<file path="config.mk">
export PLATFORM = sky130hd
export DESIGN_NAME = sram_access_arbiter
export DESIGN_NICKNAME = d
export VERILOG_FILES = /design/src/rtl/sram_access_arbiter.sv
export SDC_FILE = /design/constraint.sdc
export NUM_CORES = 1
export LEC_CHECK = 0
export CAP_MARGIN = 20
export CORE_MARGIN = 2
export CORE_UTILIZATION = 41
export CTS_CLUSTER_DIAMETER = 80
export DETAILED_ROUTE_END_ITERATION = 12
export PLACE_DENSITY_LB_ADDON = 0.2
export SLEW_MARGIN = 0
export SYNTH_ARGS = -nofsm -noshare
export SYNTH_HDL_FRONTEND = slang
export SYNTH_SLANG_ARGS = --single-unit
</file>
<file path="constraint.sdc">
create_clock -name clk -period 2 [get_ports clk]
set_input_delay 0.5 -clock clk [delete_from_list [all_inputs] [get_ports clk]]
set_output_delay 0.5 -clock clk [all_outputs]
set_load 0.02 [all_outputs]
</file>
<file path="src/rtl/sram_access_arbiter.sv">
// Two-port round-robin arbiter and strobe sequencer for the emulated SRAM.
// One access at a time: grant, fixed-length strobe window, ack, one idle recovery cycle.
module sram_access_arbiter #(
    parameter int unsigned WIDTH         = 16,
    parameter int unsigned RAM_ADDR_BITS = 17,
    parameter int unsigned ACCESS_CYCLES = 7
) (
    input  logic                     clk,
    input  logic                     reset,

    input  logic                     req0,
    input  logic                     we0,
    input  logic [RAM_ADDR_BITS-1:0] addr0,
    input  logic [WIDTH-1:0]         wdata0,
    output logic                     ack0,
    output logic [WIDTH-1:0]         rdata0,

    input  logic                     req1,
    input  logic                     we1,
    input  logic [RAM_ADDR_BITS-1:0] addr1,
    input  logic [WIDTH-1:0]         wdata1,
    output logic                     ack1,
    output logic [WIDTH-1:0]         rdata1,

    output logic                     sram_ce_n,
    output logic                     sram_oe_n,
    output logic                     sram_we_n,
    output logic [RAM_ADDR_BITS-1:0] sram_addr,
    output logic [WIDTH-1:0]         sram_wdata,
    input  logic [WIDTH-1:0]         sram_rdata,

    output logic                     busy
);

    typedef enum logic [1:0] {
        ST_IDLE,
        ST_ACCESS,
        ST_RECOVER
    } state_e;

    // Counter runs ACCESS_CYCLES-1 .. 0, so strobes stay low for exactly ACCESS_CYCLES clocks.
    localparam logic [3:0] CNT_LOAD = 4'(ACCESS_CYCLES - 1);

    state_e                   state_q, state_d;
    logic [3:0]               cnt_q, cnt_d;
    logic                     last_q, last_d;
    logic                     gnt_q, gnt_d;
    logic                     op_we_q, op_we_d;
    logic                     ce_n_q, ce_n_d;
    logic                     oe_n_q, oe_n_d;
    logic                     we_n_q, we_n_d;
    logic [RAM_ADDR_BITS-1:0] addr_q, addr_d;
    logic [WIDTH-1:0]         wdata_q, wdata_d;
    logic [WIDTH-1:0]         rdata0_q, rdata0_d;
    logic [WIDTH-1:0]         rdata1_q, rdata1_d;
    logic                     ack0_q, ack0_d;
    logic                     ack1_q, ack1_d;
    logic                     busy_q, busy_d;

    logic                     any_req;
    logic                     pick;
    logic                     sel_we;
    logic [RAM_ADDR_BITS-1:0] sel_addr;
    logic [WIDTH-1:0]         sel_wdata;

    // Under contention the port that did not win last time goes next.
    always_comb begin
        any_req = req0 | req1;
        if (req0 && req1) begin
            pick = ~last_q;
        end else begin
            pick = req1 & ~req0;
        end
        sel_we    = pick ? we1    : we0;
        sel_addr  = pick ? addr1  : addr0;
        sel_wdata = pick ? wdata1 : wdata0;
    end

    always_comb begin
        state_d  = state_q;
        cnt_d    = cnt_q;
        last_d   = last_q;
        gnt_d    = gnt_q;
        op_we_d  = op_we_q;
        ce_n_d   = ce_n_q;
        oe_n_d   = oe_n_q;
        we_n_d   = we_n_q;
        addr_d   = addr_q;
        wdata_d  = wdata_q;
        rdata0_d = rdata0_q;
        rdata1_d = rdata1_q;
        ack0_d   = ack0_q;
        ack1_d   = ack1_q;
        busy_d   = busy_q;

        unique case (state_q)
            ST_IDLE: begin
                if (any_req) begin
                    state_d = ST_ACCESS;
                    cnt_d   = CNT_LOAD;
                    last_d  = pick;
                    gnt_d   = pick;
                    op_we_d = sel_we;
                    addr_d  = sel_addr;
                    wdata_d = sel_wdata;
                    ce_n_d  = 1'b0;
                    oe_n_d  = sel_we;
                    we_n_d  = ~sel_we;
                    busy_d  = 1'b1;
                end
            end

            ST_ACCESS: begin
                if (cnt_q == '0) begin
                    state_d = ST_RECOVER;
                    ce_n_d  = 1'b1;
                    oe_n_d  = 1'b1;
                    we_n_d  = 1'b1;
                    if (gnt_q) begin
                        ack1_d = 1'b1;
                    end else begin
                        ack0_d = 1'b1;
                    end
                    if (!op_we_q) begin
                        if (gnt_q) begin
                            rdata1_d = sram_rdata;
                        end else begin
                            rdata0_d = sram_rdata;
                        end
                    end
                end else begin
                    cnt_d = cnt_q - 4'd1;
                end
            end

            ST_RECOVER: begin
                state_d = ST_IDLE;
                ack0_d  = 1'b0;
                ack1_d  = 1'b0;
                busy_d  = 1'b0;
            end

            default: begin
                state_d = ST_IDLE;
            end
        endcase
    end

    always_ff @(posedge clk) begin
        if (reset) begin
            state_q  <= ST_IDLE;
            cnt_q    <= '0;
            last_q   <= 1'b1;
            gnt_q    <= 1'b0;
            op_we_q  <= 1'b0;
            ce_n_q   <= 1'b1;
            oe_n_q   <= 1'b1;
            we_n_q   <= 1'b1;
            addr_q   <= '0;
            wdata_q  <= '0;
            rdata0_q <= '0;
            rdata1_q <= '0;
            ack0_q   <= 1'b0;
            ack1_q   <= 1'b0;
            busy_q   <= 1'b0;
        end else begin
            state_q  <= state_d;
            cnt_q    <= cnt_d;
            last_q   <= last_d;
            gnt_q    <= gnt_d;
            op_we_q  <= op_we_d;
            ce_n_q   <= ce_n_d;
            oe_n_q   <= oe_n_d;
            we_n_q   <= we_n_d;
            addr_q   <= addr_d;
            wdata_q  <= wdata_d;
            rdata0_q <= rdata0_d;
            rdata1_q <= rdata1_d;
            ack0_q   <= ack0_d;
            ack1_q   <= ack1_d;
            busy_q   <= busy_d;
        end
    end

    assign sram_ce_n  = ce_n_q;
    assign sram_oe_n  = oe_n_q;
    assign sram_we_n  = we_n_q;
    assign sram_addr  = addr_q;
    assign sram_wdata = wdata_q;
    assign rdata0     = rdata0_q;
    assign rdata1     = rdata1_q;
    assign ack0       = ack0_q;
    assign ack1       = ack1_q;
    assign busy       = busy_q;

endmodule

</file>
==> run_summary.xml <==
<?xml version="1.0" encoding="UTF-8"?>
<metrics>
  <group name="run_status">
    <metric name="outcome" unit="">completed</metric>
  </group>
  <group name="synth">
    <metric name="syn_nets" unit="">418</metric>
    <metric name="synth_area" unit="µm²">3290</metric>
    <metric name="synth_simple_gate_area_share" unit="">0.115</metric>
    <metric name="ys.warnings.count" unit="">0</metric>
    <metric name="synth_sequential_area_ratio" unit="">0.487</metric>
    <metric name="netlist_top_cells_area" unit="">sky130_fd_sc_hd__dfxtp_1 49%, sky130_fd_sc_hd__mux2i_1 10%, sky130_fd_sc_hd__o2bb2ai_1 9.1%</metric>
    <metric name="synthesis.instances" unit="">329</metric>
    <metric name="synth_fa_ha_area_frac" unit="">0.00380</metric>
    <metric name="number_of_enable_flip_flop_cells_after_synthesis" unit="">0</metric>
    <metric name="post-synth-top-count-cell" unit="">sky130_fd_sc_hd__dfxtp_1</metric>
    <metric name="muxShareOfSynthArea" unit="">0.103</metric>
    <metric name="synth_compound_area_frac" unit="">0.235</metric>
    <metric name="synth_top_cell_area_share" unit="">0.487</metric>
    <metric name="async_set_or_reset_register_ratio_after_synthesis" unit="">0</metric>
    <metric name="yosys.area.top_type" unit="">sky130_fd_sc_hd__dfxtp_1</metric>
    <metric name="list_of_most_frequent_post_synthesis_cells" unit="">80 x sky130_fd_sc_hd__dfxtp_1, 36 x sky130_fd_sc_hd__a21oi_1, 34 x sky130_fd_sc_hd__mux2i_1, 34 x sky130_fd_sc_hd__o2bb2ai_1, 32 x sky130_fd_sc_hd__nand3_1</metric>
    <metric name="synth_seq_cells" unit="">80</metric>
    <metric name="synth_top_family_by_area" unit="">compound AO/OA/AOI/OAI gates</metric>
    <metric name="postSynth.topFlopCell" unit="">sky130_fd_sc_hd__dfxtp_1</metric>
    <metric name="synthDistinctLibCells" unit="">45</metric>
    <metric name="yosys.area_share.xor_xnor" unit="">0</metric>
    <metric name="syn_avg_cell_area" unit="µm²">10.0</metric>
  </group>
  <group name="routing">
    <metric name="drt-vias-per-instance" unit="">5.30</metric>
    <metric name="drt_wl_total" unit="mm">9.25</metric>
    <metric name="detailedRoute.firstPassIterationCount" unit="">4</metric>
    <metric name="dr_total_vias" unit="">3113</metric>
    <metric name="ant_nets" unit="">0</metric>
    <metric name="drt_drc_violations_left" unit="">0</metric>
    <metric name="detail_route.wl_per_cell" unit="µm">15.8</metric>
    <metric name="initialDrtViolationCount" unit="">112</metric>
  </group>
  <group name="timing">
    <metric name="slew_headroom" unit="">0.547</metric>
    <metric name="worst_slew_pin_slew" unit="ns">0.677</metric>
    <metric name="timing.fmax" unit="MHz">554</metric>
    <metric name="fin_skew" unit="ns">0.00890</metric>
    <metric name="final.min_clock_period" unit="ns">1.81</metric>
    <metric name="final.period_utilization" unit="">0.903</metric>
    <metric name="whs" unit="ns">0.457</metric>
    <metric name="rsz0062_at_grt" unit="">false</metric>
    <metric name="setup_viol" unit="">0</metric>
    <metric name="final_hold_viol_count" unit="">0</metric>
    <metric name="drv_slew" unit="">0</metric>
  </group>
  <group name="die">
    <metric name="floorplan.initialDensity" unit="">0.423</metric>
    <metric name="std_cell_rows" unit="">32</metric>
    <metric name="dieHeight" unit="µm">93.6</metric>
    <metric name="die_x" unit="µm">93.6</metric>
    <metric name="core_area" unit="µm²">7770</metric>
    <metric name="io_pins" unit="">159</metric>
    <metric name="die_footprint" unit="µm²">8760</metric>
  </group>
  <group name="worst_setup_path">
    <metric name="critical_path_endpoint_category" unit="">output pin</metric>
    <metric name="timing.critical_path.fanout_max" unit="">2</metric>
    <metric name="crit_arrival" unit="ns">1.31</metric>
    <metric name="critical_path_class" unit="">reg -&gt; out</metric>
    <metric name="critical-path-max-stage-delay" unit="ns">0.63</metric>
    <metric name="timing.critical_path.cells" unit="">clkdlybuf4s50_1</metric>
    <metric name="crit_path_top_delay_cell" unit="">sky130_fd_sc_hd__clkdlybuf4s50_1</metric>
    <metric name="worst_ep_required_time" unit="ns">1.50</metric>
    <metric name="critical_path_s_top_delay_family" unit="">buffers and inverters</metric>
    <metric name="critical_path.n_buffers_inverters" unit="">1</metric>
    <metric name="worstSetupStartpointType" unit="">flip-flop</metric>
  </group>
  <group name="final_layout">
    <metric name="area_overhead_vs_synth" unit="%">57.3</metric>
    <metric name="number_of_diodes" unit="">0</metric>
    <metric name="post-route-cell-area" unit="µm²">5170</metric>
    <metric name="num-fill-cells" unit="">635</metric>
    <metric name="multiInputGateArea" unit="µm²">1520</metric>
    <metric name="seqCellArea" unit="µm²">1600</metric>
    <metric name="design.final.nets" unit="">570</metric>
    <metric name="drive_gt1_frac" unit="">0.0804</metric>
  </group>
  <group name="min_path">
    <metric name="hp-class" unit="">reg -&gt; reg</metric>
  </group>
  <group name="placement">
    <metric name="detailed_place.area" unit="µm²">4960</metric>
    <metric name="io_buffers" unit="">158</metric>
    <metric name="routabilityCongestion" unit="">0.774</metric>
    <metric name="dp.final_hpwl" unit="mm">6.47</metric>
  </group>
  <group name="grt">
    <metric name="grt_pass1_wl" unit="mm">14.1</metric>
    <metric name="met2_usage" unit="">0.342</metric>
    <metric name="groute.layer.met3.usage" unit="">0.0427</metric>
    <metric name="grt_pass1_vias" unit="">2915</metric>
    <metric name="gr-max-usage-layer" unit="">met2</metric>
    <metric name="grt_start_max_net_pins" unit="">35</metric>
    <metric name="grt.total_usage" unit="">0.202</metric>
    <metric name="grt_overflow_total" unit="">0</metric>
    <metric name="use_met1" unit="">0.256</metric>
    <metric name="antenna_violations_before_repair" unit="">0</metric>
  </group>
  <group name="clocking">
    <metric name="numCtsBuffers" unit="">9</metric>
    <metric name="clock-sinks" unit="">80</metric>
    <metric name="cts.root.buffer_cell" unit="">sky130_fd_sc_hd__clkbuf_8</metric>
    <metric name="cts_max_level" unit="">3</metric>
    <metric name="tritoncts" unit="">yes</metric>
    <metric name="cts_setup_buffers" unit="">0</metric>
    <metric name="hold_buffers" unit="">0</metric>
    <metric name="cts.path.max_buffers" unit="">2</metric>
    <metric name="ctsResizeCount" unit="">0</metric>
    <metric name="insertion_delay" unit="ns">0.33</metric>
    <metric name="clk_pin_slew_worst_paths" unit="ns">0.08</metric>
  </group>
  <group name="power_and_ir_drop">
    <metric name="combinationalPowerShare" unit="">0.266</metric>
    <metric name="power_density" unit="nW/µm²">813</metric>
    <metric name="p_leak" unit="nW">1.81</metric>
    <metric name="seqPwrFrac" unit="">0.435</metric>
    <metric name="power.ir.vdd_worst" unit="mV">0.372</metric>
    <metric name="cell_int_power" unit="mW">2.99</metric>
    <metric name="netSwitchingPower" unit="mW">1.21</metric>
    <metric name="switching_share" unit="">0.288</metric>
    <metric name="clockPowerShare" unit="">0.299</metric>
  </group>
  <group name="run">
    <metric name="drv.max_cap_violation_count" unit="">0</metric>
  </group>
</metrics>
==> area by class of cell <==
cell class	instances	area share
tap	102	0.0247
multi-input combinational	217	0.293
clock inverter	5	0.0160
sequential	80	0.310
inverter	4	0.00290
clock buffer	10	0.0247
timing repair buffer	169	0.329
==> cell families (layout without fill, tap and decap cells) <==
group | after synthesis | count (layout)
DFF | 80 | 80
adders and majority gates | 1 | 1
muxes | 34 | 34
buffers and inverters | 32 | 188
AOI/OAI and AO/OA | 118 | 118
and+or+nand+nor | 64 | 64
==> layer usage <==
layer,vias to the layer above,part of all wire
li1,1518,-
met1,1485,0.43
met2,102,0.50
met3,8,0.061
met4,0,0.011
met5,-,0
==> per-stage QoR <==
stage	std cells	power, mW	setup TNS (ns)	setup slack (ns)	utilization
final	587	4.21	0	0.194	0.666
after global routing	587	4.41	0	0.137	0.666
after CTS	587	4.25	0	0.166	0.666
after detailed placement	572	2.98	-0.130	-0.0297	0.639
after global placement	572	2.96	0	0.0306	0.639
after floorplan	329	2.44	0	0.559	-
==> placed cells by master (no fill, tap or decap), drive strengths merged, types with 7 or more instances in the layout <==
cell type,instances
clkbuf,10
nand2,7
dfxtp,80
o2bb2ai,34
clkdlybuf4s50,158
o21ai,35
mux2i,34
buf,11
nand3,32
a21oi,37
==> flip-flops by register name, summed over array words and instances, names as in the netlist <==
name and flops:
ack0 1, ack1 1, busy 1, cnt_q 4, gnt_q 1, last_q 1, op_we_q 1, rdata0 16
rdata1 16, sram_addr 17, sram_ce_n 1, sram_oe_n 1, sram_wdata 16, sram_we_n 1, state_q 2
==> power by group through the flow <==
stage	Clock [mW]	Combinational [mW]	Sequential (mW)
floorplan	0	0.448	1.99
global route	1.36	1.20	1.85
detailed placement	0	1.12	1.86
global placement	0	1.10	1.86
CTS	1.30	1.13	1.83
finish	1.26	1.12	1.83
==> path summary, 6_finish.rpt <==
kind                startpoint           end  slack (ns)  cells past startpoint
hold / removal            busy          busy        0.46                      2
setup reg to reg      cnt_q[0]      cnt_q[3]        0.38                      5
hold reg to reg           busy          busy        0.46                      2
setup / recovery  sram_addr[3]  sram_addr[3]        0.19                      1
Power figures use the tool's default switching activity.
